## config.mk

```make
export PLATFORM = sky130hd
export DESIGN_NAME = noc_rr_arbiter
export DESIGN_NICKNAME = d
export VERILOG_FILES = /design/src/rtl/noc_rr_arbiter.sv
export SDC_FILE = /design/constraint.sdc
export NUM_CORES = 1
export LEC_CHECK = 0
export BUFFER_PORTS_ARGS = -buffer_cell sky130_fd_sc_hd__buf_2
export CORE_AREA = 2 2 193 195
export CTS_CLUSTER_DIAMETER = 150
export DETAILED_ROUTE_END_ITERATION = 8
export DIE_AREA = 0 0 195 197
export PLACE_DENSITY = 0.54
export SLEW_MARGIN = 10
export SYNTH_ARGS = -nofsm -noshare
export SYNTH_HDL_FRONTEND = slang
export SYNTH_SLANG_ARGS = --single-unit
```

## constraint.sdc

```tcl
create_clock -name clk -period 4.7 [get_ports clk]
set_clock_uncertainty 0.05 [all_clocks]
set_input_delay 0.235 -clock clk [delete_from_list [all_inputs] [get_ports clk]]
set_output_delay 0.235 -clock clk [all_outputs]
set_load 0.005 [all_outputs]
```

## src/rtl/noc_rr_arbiter.sv

```systemverilog
// noc_rr_arbiter
//   Round-robin arbiter sharing one NoC ingress channel between CPU_NB
//   valid/ready requesters. One beat is granted per cycle into a one-entry
//   registered output stage, which is tagged with the source index.
//
// Ports
//   clk, rst_n            clock (posedge), async active-low reset
//   req_vld/req_rdy       per-requester handshake (req_rdy combinational)
//   req_data              requester i at [i*DATA_WIDTH +: DATA_WIDTH]
//   out_vld/out_rdy       NoC-side handshake (out_vld registered)
//   out_data, out_src     registered beat and its source index
//   grant_cnt, total_cnt  per-requester / total accepted-beat counters
//
// Build option
//   NOC_RR_ARBITER_STATS_EN : builds the 32-bit counters. Without it the
//   counter ports stay present and are tied to zero.
module noc_rr_arbiter #(
  parameter int CPU_NB     = 4,
  parameter int DATA_WIDTH = 64,
  parameter int IDX_W      = (CPU_NB > 1) ? $clog2(CPU_NB) : 1
) (
  input  logic                         clk,
  input  logic                         rst_n,
  input  logic [CPU_NB-1:0]            req_vld,
  output logic [CPU_NB-1:0]            req_rdy,
  input  logic [CPU_NB*DATA_WIDTH-1:0] req_data,
  output logic                         out_vld,
  input  logic                         out_rdy,
  output logic [DATA_WIDTH-1:0]        out_data,
  output logic [IDX_W-1:0]             out_src,
  output logic [CPU_NB*32-1:0]         grant_cnt,
  output logic [31:0]                  total_cnt
);

  logic [CPU_NB-1:0][DATA_WIDTH-1:0] req_data_a;
  assign req_data_a = req_data;

  logic [IDX_W-1:0]      last_q, last_d;
  logic [IDX_W-1:0]      winner;
  logic                  out_vld_q, out_vld_d;
  logic [DATA_WIDTH-1:0] out_data_q, out_data_d;
  logic [IDX_W-1:0]      out_src_q, out_src_d;
  logic                  slot_free, accept;

  // First valid requester at or after last+1, wrapping. The offset loop
  // starts at 1 so the previous winner is considered last.
  always_comb begin
    logic found;
    found  = 1'b0;
    winner = last_q;
    for (int k = 1; k <= CPU_NB; k++) begin
      int idx;
      idx = int'(last_q) + k;
      if (idx >= CPU_NB) idx = idx - CPU_NB;
      if (!found && req_vld[idx]) begin
        found  = 1'b1;
        winner = IDX_W'(idx);
      end
    end
  end

  // rst_n gating keeps ready low while reset is held, so no requester
  // believes a beat was taken by a stage that is being cleared.
  assign slot_free = !out_vld_q || out_rdy;
  assign accept    = rst_n && slot_free && (|req_vld);

  always_comb begin
    req_rdy = '0;
    if (accept) req_rdy[winner] = 1'b1;
  end

  always_comb begin
    out_vld_d  = out_vld_q;
    out_data_d = out_data_q;
    out_src_d  = out_src_q;
    last_d     = last_q;
    if (accept) begin
      out_vld_d  = 1'b1;
      out_data_d = req_data_a[winner];
      out_src_d  = winner;
      last_d     = winner;
    end else if (out_vld_q && out_rdy) begin
      out_vld_d  = 1'b0;
    end
  end

  always_ff @(posedge clk or negedge rst_n) begin
    if (!rst_n) begin
      out_vld_q  <= 1'b0;
      out_data_q <= '0;
      out_src_q  <= '0;
      last_q     <= IDX_W'(CPU_NB - 1);
    end else begin
      out_vld_q  <= out_vld_d;
      out_data_q <= out_data_d;
      out_src_q  <= out_src_d;
      last_q     <= last_d;
    end
  end

  assign out_vld  = out_vld_q;
  assign out_data = out_data_q;
  assign out_src  = out_src_q;

`ifdef NOC_RR_ARBITER_STATS_EN
  logic [CPU_NB-1:0][31:0] grant_cnt_q, grant_cnt_d;
  logic [31:0]             total_cnt_q, total_cnt_d;

  always_comb begin
    grant_cnt_d = grant_cnt_q;
    total_cnt_d = total_cnt_q;
    if (accept) begin
      grant_cnt_d[winner] = grant_cnt_q[winner] + 32'd1;
      total_cnt_d         = total_cnt_q + 32'd1;
    end
  end

  always_ff @(posedge clk or negedge rst_n) begin
    if (!rst_n) begin
      grant_cnt_q <= '0;
      total_cnt_q <= '0;
    end else begin
      grant_cnt_q <= grant_cnt_d;
      total_cnt_q <= total_cnt_d;
    end
  end

  assign grant_cnt = grant_cnt_q;
  assign total_cnt = total_cnt_q;
`else
  assign grant_cnt = '0;
  assign total_cnt = '0;
`endif

endmodule

```

Yosys cells after proc, flatten, opt, wreduce, memory -nomap -nowiden

Index checks and enable logic that the tools add are counted.

Reduce and logical (&&, ||, !) cells: 14
Mux-type cells: 30
$add $sub $neg: 8
Order comparisons: 10

Operators by type and width:

| operator            | count |
|---|---|
| $bmux 64 s2         | 1 |
| $lt 32x4->1 const B | 4 |
| $mux 32             | 4 |
| $mux 64             | 1 |
| $mux 1              | 14 |
| $sub 3x3->4 const B | 3 |
| $ge 3x3->1 const B  | 3 |
| $bmux 1 s2          | 4 |
| $mux 2              | 4 |
| $logic_and 1x1->1   | 7 |
| $add 2x2->3 const B | 2 |
| $sub 4x3->5 const B | 1 |
| $add 2x3->4 const B | 1 |
| $ge 4x3->1 const B  | 1 |
| $logic_not 1->1     | 4 |
| $mux 4              | 1 |
| $reduce_or 4->1     | 1 |
| $add 2x1->3 const B | 1 |
| $lt 2x3->1 const B  | 1 |
| $demux 1 s2         | 1 |
| $ge 2x1->1 const B  | 1 |
| $reduce_bool 2->1   | 1 |
| $logic_or 1x1->1    | 1 |

Bits of input ports: 263
Flip-flop bits (word level): 69

Depth between registers and ports, before layout

Depth in word-level cells: 21
Depth in mapped cells: 8

Least setup slack after synthesis

OpenSTA, ideal clock, no wires.

Path type: register to register
Start: reg last_q[0]
End: reg out_data_q[3] (netlist: out_data[3])
Path slack: 2.877 ns
Path buffers: 3
Cell stages (with the launch flop): 9
Library setup time: 0.135 ns
Data arrival time: 1.638 ns
Cell sequence: dfstp_2 > nand2b_1 > a21o_1 > and3_1 > buf_2 > buf_6 > buf_4 > mux2i_1 > a211oi_2

Word-level cells in the longest chain between the ends: 18
Elaborated cells between the ends (all ways): 43
Classes of those cells: add/sub: 8; order compare: 4; mux: 25; reduce/logical: 6

Ends and longest elaborated chain:

| element                                    | line | source |
|---|---|---|
| from (decl)                                | 38   | `logic [IDX_W-1:0] last_q, last_d;` |
| from (signal assigned)                     | 92   | `last_q <= IDX_W'(CPU_NB - 1);` |
| from (signal assigned)                     | 97   | `last_q <= last_d;` |
| $add 2x1->3                                | 53   | `idx = int'(last_q) + k;` |
| $sub 3x3->4 or $ge 3x3->1 (tied branches)  | 54   | `if (idx >= CPU_NB) idx = idx - CPU_NB;` |
| $mux 32                                    | 54   |  |
| $bmux 1 s2                                 | 55   | `if (!found && req_vld[idx]) begin` |
| $mux 1 (implied by the code) (2 in series) | 55   |  |
| $mux 1                                     | 55   |  |
| $logic_not 1->1                            | 55   |  |
| $logic_and 1x1->1                          | 55   |  |
| $mux 1                                     | 55   |  |
| $logic_not 1->1                            | 55   |  |
| $logic_and 1x1->1                          | 55   |  |
| $mux 1                                     | 55   |  |
| $logic_not 1->1                            | 55   |  |
| $logic_and 1x1->1                          | 55   |  |
| $mux 2 (*)                                 | 55   |  |
| $bmux 64 s2 (*)                            | 79   | `out_data_d = req_data_a[winner];` |
| $mux 64 (implied by the code) (*)          | 79   |  |
| to (signal assigned)                       | 95   | `out_data_q <= out_data_d;` |
| to (decl)                                  | 41   | `logic [DATA_WIDTH-1:0] out_data_q, out_data_d;` |

Every way passes the cells marked *; elsewhere a longest branch is shown, timed or not. The select of a mux whose other input is x is not followed.
A chain may end at the register's enable or synchronous reset.

Final worst setup path

Start: reg last_q[0]
End: out req_rdy[2]

Word-level cells in the longest chain between the ends: 21
Elaborated cells between the ends (all ways): 47
Classes of those cells: add/sub: 8; order compare: 6; mux: 26; reduce/logical: 7

Ends and longest elaborated chain:

| element                                                        | line | source |
|---|---|---|
| $add 2x1->3                                                    | 53   |  |
| $sub 3x3->4 or $ge 3x3->1 (tied branches)                      | 54   |  |
| $mux 32                                                        | 54   |  |
| $bmux 1 s2                                                     | 55   |  |
| $mux 1 (implied by the code) (2 in series)                     | 55   |  |
| $mux 1                                                         | 55   |  |
| $logic_not 1->1                                                | 55   |  |
| $logic_and 1x1->1                                              | 55   |  |
| [4 not listed]                                                 | -    |  |
| $logic_not 1->1                                                | 55   |  |
| $logic_and 1x1->1                                              | 55   |  |
| $mux 2 (*)                                                     | 55   |  |
| $lt 2x3->1 (implied by the code) or $ge 2x1->1 (tied branches) | 69   | `if (accept) req_rdy[winner] = 1'b1;` |
| $logic_and 1x1->1 (implied by the code)                        | 69   |  |
| $mux 1 (implied by the code)                                   | 69   |  |
| $demux 1 s2 (*)                                                | 69   |  |
| $mux 4 (*)                                                     | 69   |  |
| to (decl)                                                      | 25   | `output logic [CPU_NB-1:0] req_rdy,` |

Marks and branches as above.

==> results_dict.tcl <==
set metrics [dict create \
    grt_pass1_wl_um 31900 \
    max_stage_delay_ns 0.68 \
    ys_ff_latch 69 \
    num_vias 5465 \
    cts.sinks 69 \
    grt.overflow.total 0 \
    clockPowerShare_pct 20.6 \
    dr.pass1.iters 4 \
    worst_pin_slew_ns 1.18 \
    grt_pass1_vias 5399 \
    worstPathMaxFanout 65 \
    seqCellArea_um2 1730 \
    io_pins 494 \
    switchingPower_w 0.00141 \
    final_cell_mix "buf_2 (332), conb_1 (160), nor2_1 (70)" \
    final_util_pct 22.1 \
    finalHoldViolations 0 \
    syn_inst 633 \
    leakagePower_nw 3.89 \
    holdWs_ns 0.135 \
    p_int_w 0.00197 \
    stdcell_area_um2 8010 \
    maxCapViolations 0 \
    numCtsBuffers 9 \
    outcome "finished, final reports clean" \
    cp_num_buf_inv 3 \
    final_common_cell "buf_2" \
    syn_area_um2 6250 \
    cpMaxStageDelayCell "and3_4" \
    initial_core_util_pct 17.2 \
    drtAntennaViolNets 0 \
    arrival_ns 3.17 \
    power_switching_share_pct 41.7 \
    routed_wl_um 22300 \
    period_needed_ns 3.45 \
    tritoncts "yes" \
    drcViolationCount 0 \
    min_period_over_period_pct 73.4 \
    routedWlPerCell_um 15.9 \
    final_cells 1407 \
    combPwrFrac_pct 49.2 \
    cts_buffer_depth 2 \
    die-height_um 197 \
    syn_to_final_growth_pct 28.0 \
    power_density_nw_per_um2 422 \
    dp_cells 1389 \
    hold_path.class "in -> reg" \
    fmax_mhz 290 \
    drv_slew 0 \
    finalSetupViolations 0 \
    grt_usage_pct 11.2 \
    drt-initial-drc-count 141 \
    die_x_um 195 \
    seq_power_share_pct 30.2 \
    clk_latency_ns 0.35 \
    cts_root_buffer "clkbuf_16" \
    rsz0062_at_grt "no" \
    drive_gt1_share_pct 48.2 \
    ys.warnings.count 0 \
    portBuffers 333 \
    crit_type "reg -> out" \
    finish.net_count 1196 \
    synth_cell_type_count 29 \
    crit_chain "nor2b_1, o21ai_4, buf_4, and3_4, buf_12, and3_1, buf_2" \
    multi_input_area_um2 3650 \
    grt_max_degree 71 \
    dieArea_um2 38400 \
    std_cell_rows 70 \
    timing.slew.headroom_pct 21.1 \
    setup_tns_ns 0 \
    dpl.hpwl_um 16100 \
    ir_drop_mv 0.226 \
    required_ns 4.41 \
    fillers 4016 \
    core-area_um2 36300 \
    path_clk_slew_ns 0.06 \
    start_kind "register" \
    h-tree-depth 3 \
    dpl_cell_area_um2 7700 \
    avgSynthCellArea_um2 9.88 \
    grt_antenna_before_repair 1 \
    seq_area_frac_synth_pct 27.6 \
    vias_per_cell 3.88 \
    path_delay_family "buffers and inverters" \
    gp_congestion 0.787 \
    cp-end-kind "primary output" \
]
Yosys cell counts (all sizes together):
cell / count / area, um^2
buf: 194 / 1450
o41ai: 1 / 16.3
a21oi: 2 / 10.0
mux2i: 64 / 641
and2: 66 / 415
nand2: 2 / 7.51
dfstp: 2 / 52.6
o21ai: 4 / 23.8
a221oi: 64 / 811
and3: 3 / 18.8
nand3: 1 / 5.00
conb: 1 / 3.75
o211ai: 1 / 12.5
nand2b: 4 / 25.0
dfrtp: 67 / 1680
nor2: 70 / 263
nor2b: 3 / 18.8
a211oi: 64 / 721
a21o: 3 / 22.5
clkbuf: 17 / 63.8
worst reg2reg max path: cells and delay by family, from the launching register on:
| family | cells | cell delay (ns) |
|---|---|---|
| buffers and inverters | 2 | 0.97 |
| AND/OR/NAND/NOR | 2 | 0.77 |
| flip-flops | 1 | 0.55 |
| multiplexers | 1 | 0.34 |
| AO/OA/AOI/OAI | 2 | 0.28 |
kinds of logic (layout without fill, tap and decap cells):
family,Yosys count,after routing,share of synthesized area (%)
AO/OA/AOI/OAI,139,139,25.8
buffers and inverters,211,357,24.2
flip-flops,69,69,27.6
multiplexers,64,64,10.2
other,1,161,0.0600
AND/OR/NAND/NOR,149,149,12.0
power groups by stage:
stage                     Clock [W]  Combinational (W)  Sequential [W]
final                      0.000697            0.00166         0.00102
after global routing       0.000763            0.00181         0.00106
after CTS                  0.000736            0.00169         0.00102
after detailed placement          0            0.00169         0.00102
after global placement            0            0.00167         0.00102
after floorplan                   0            0.00111         0.00102
registers in the layout, summed over array words and instances (netlist names):
register,count
out_vld,1
last_q,2
out_src,2
out_data,64
repair_timing:
action                                 CTS  global route
gates resized for setup                  0             0
hold buffers                             1             0
buffers inserted                         0             0
endpoints found under the hold margin   23             0
final cells by class:
type,count,share of cell area (%)
Antenna cell,1,0.0312
Tap cell,468,7.31
Sequential cell,69,21.6
Timing Repair Buffer,341,21.8
Multi-Input combinational cell,512,45.6
Clock inverter,1,0.0625
Clock buffer,15,3.59
per-stage QoR:
stage          setup WS [ns]  total power (W)
2_1_floorplan           2.88          0.00214
3_3_place_gp            1.57          0.00269
3_5_place_dp            1.55          0.00272
4_1_cts                 1.16          0.00345
5_1_grt                 1.03          0.00363
6_report                1.25          0.00338
worst paths after layout:
path                                 start      endpoint  slack (ns)  depth (start not counted)
max in group asynchronous            rst_n  out_data[12]        3.25                          3
worst min register to register  out_src[1]    out_src[1]        0.47                          1
worst min-delay path            req_vld[2]       out_vld        0.14                          3
worst max-delay path             last_q[0]    req_rdy[2]        1.25                          7
min in group asynchronous            rst_n   out_data[0]        0.34                          2
worst max register to register   last_q[0]  out_data[46]        1.57                          7
routing by layer:
metal | track usage [%] | wire length [um]
met1 | 13.2 | 9150
met2 | 19.4 | 11300
met3 | 2.24 | 1290
met4 | 5.32 | 529
met5 | 0 | 0
(Power assumes the default switching activity.)
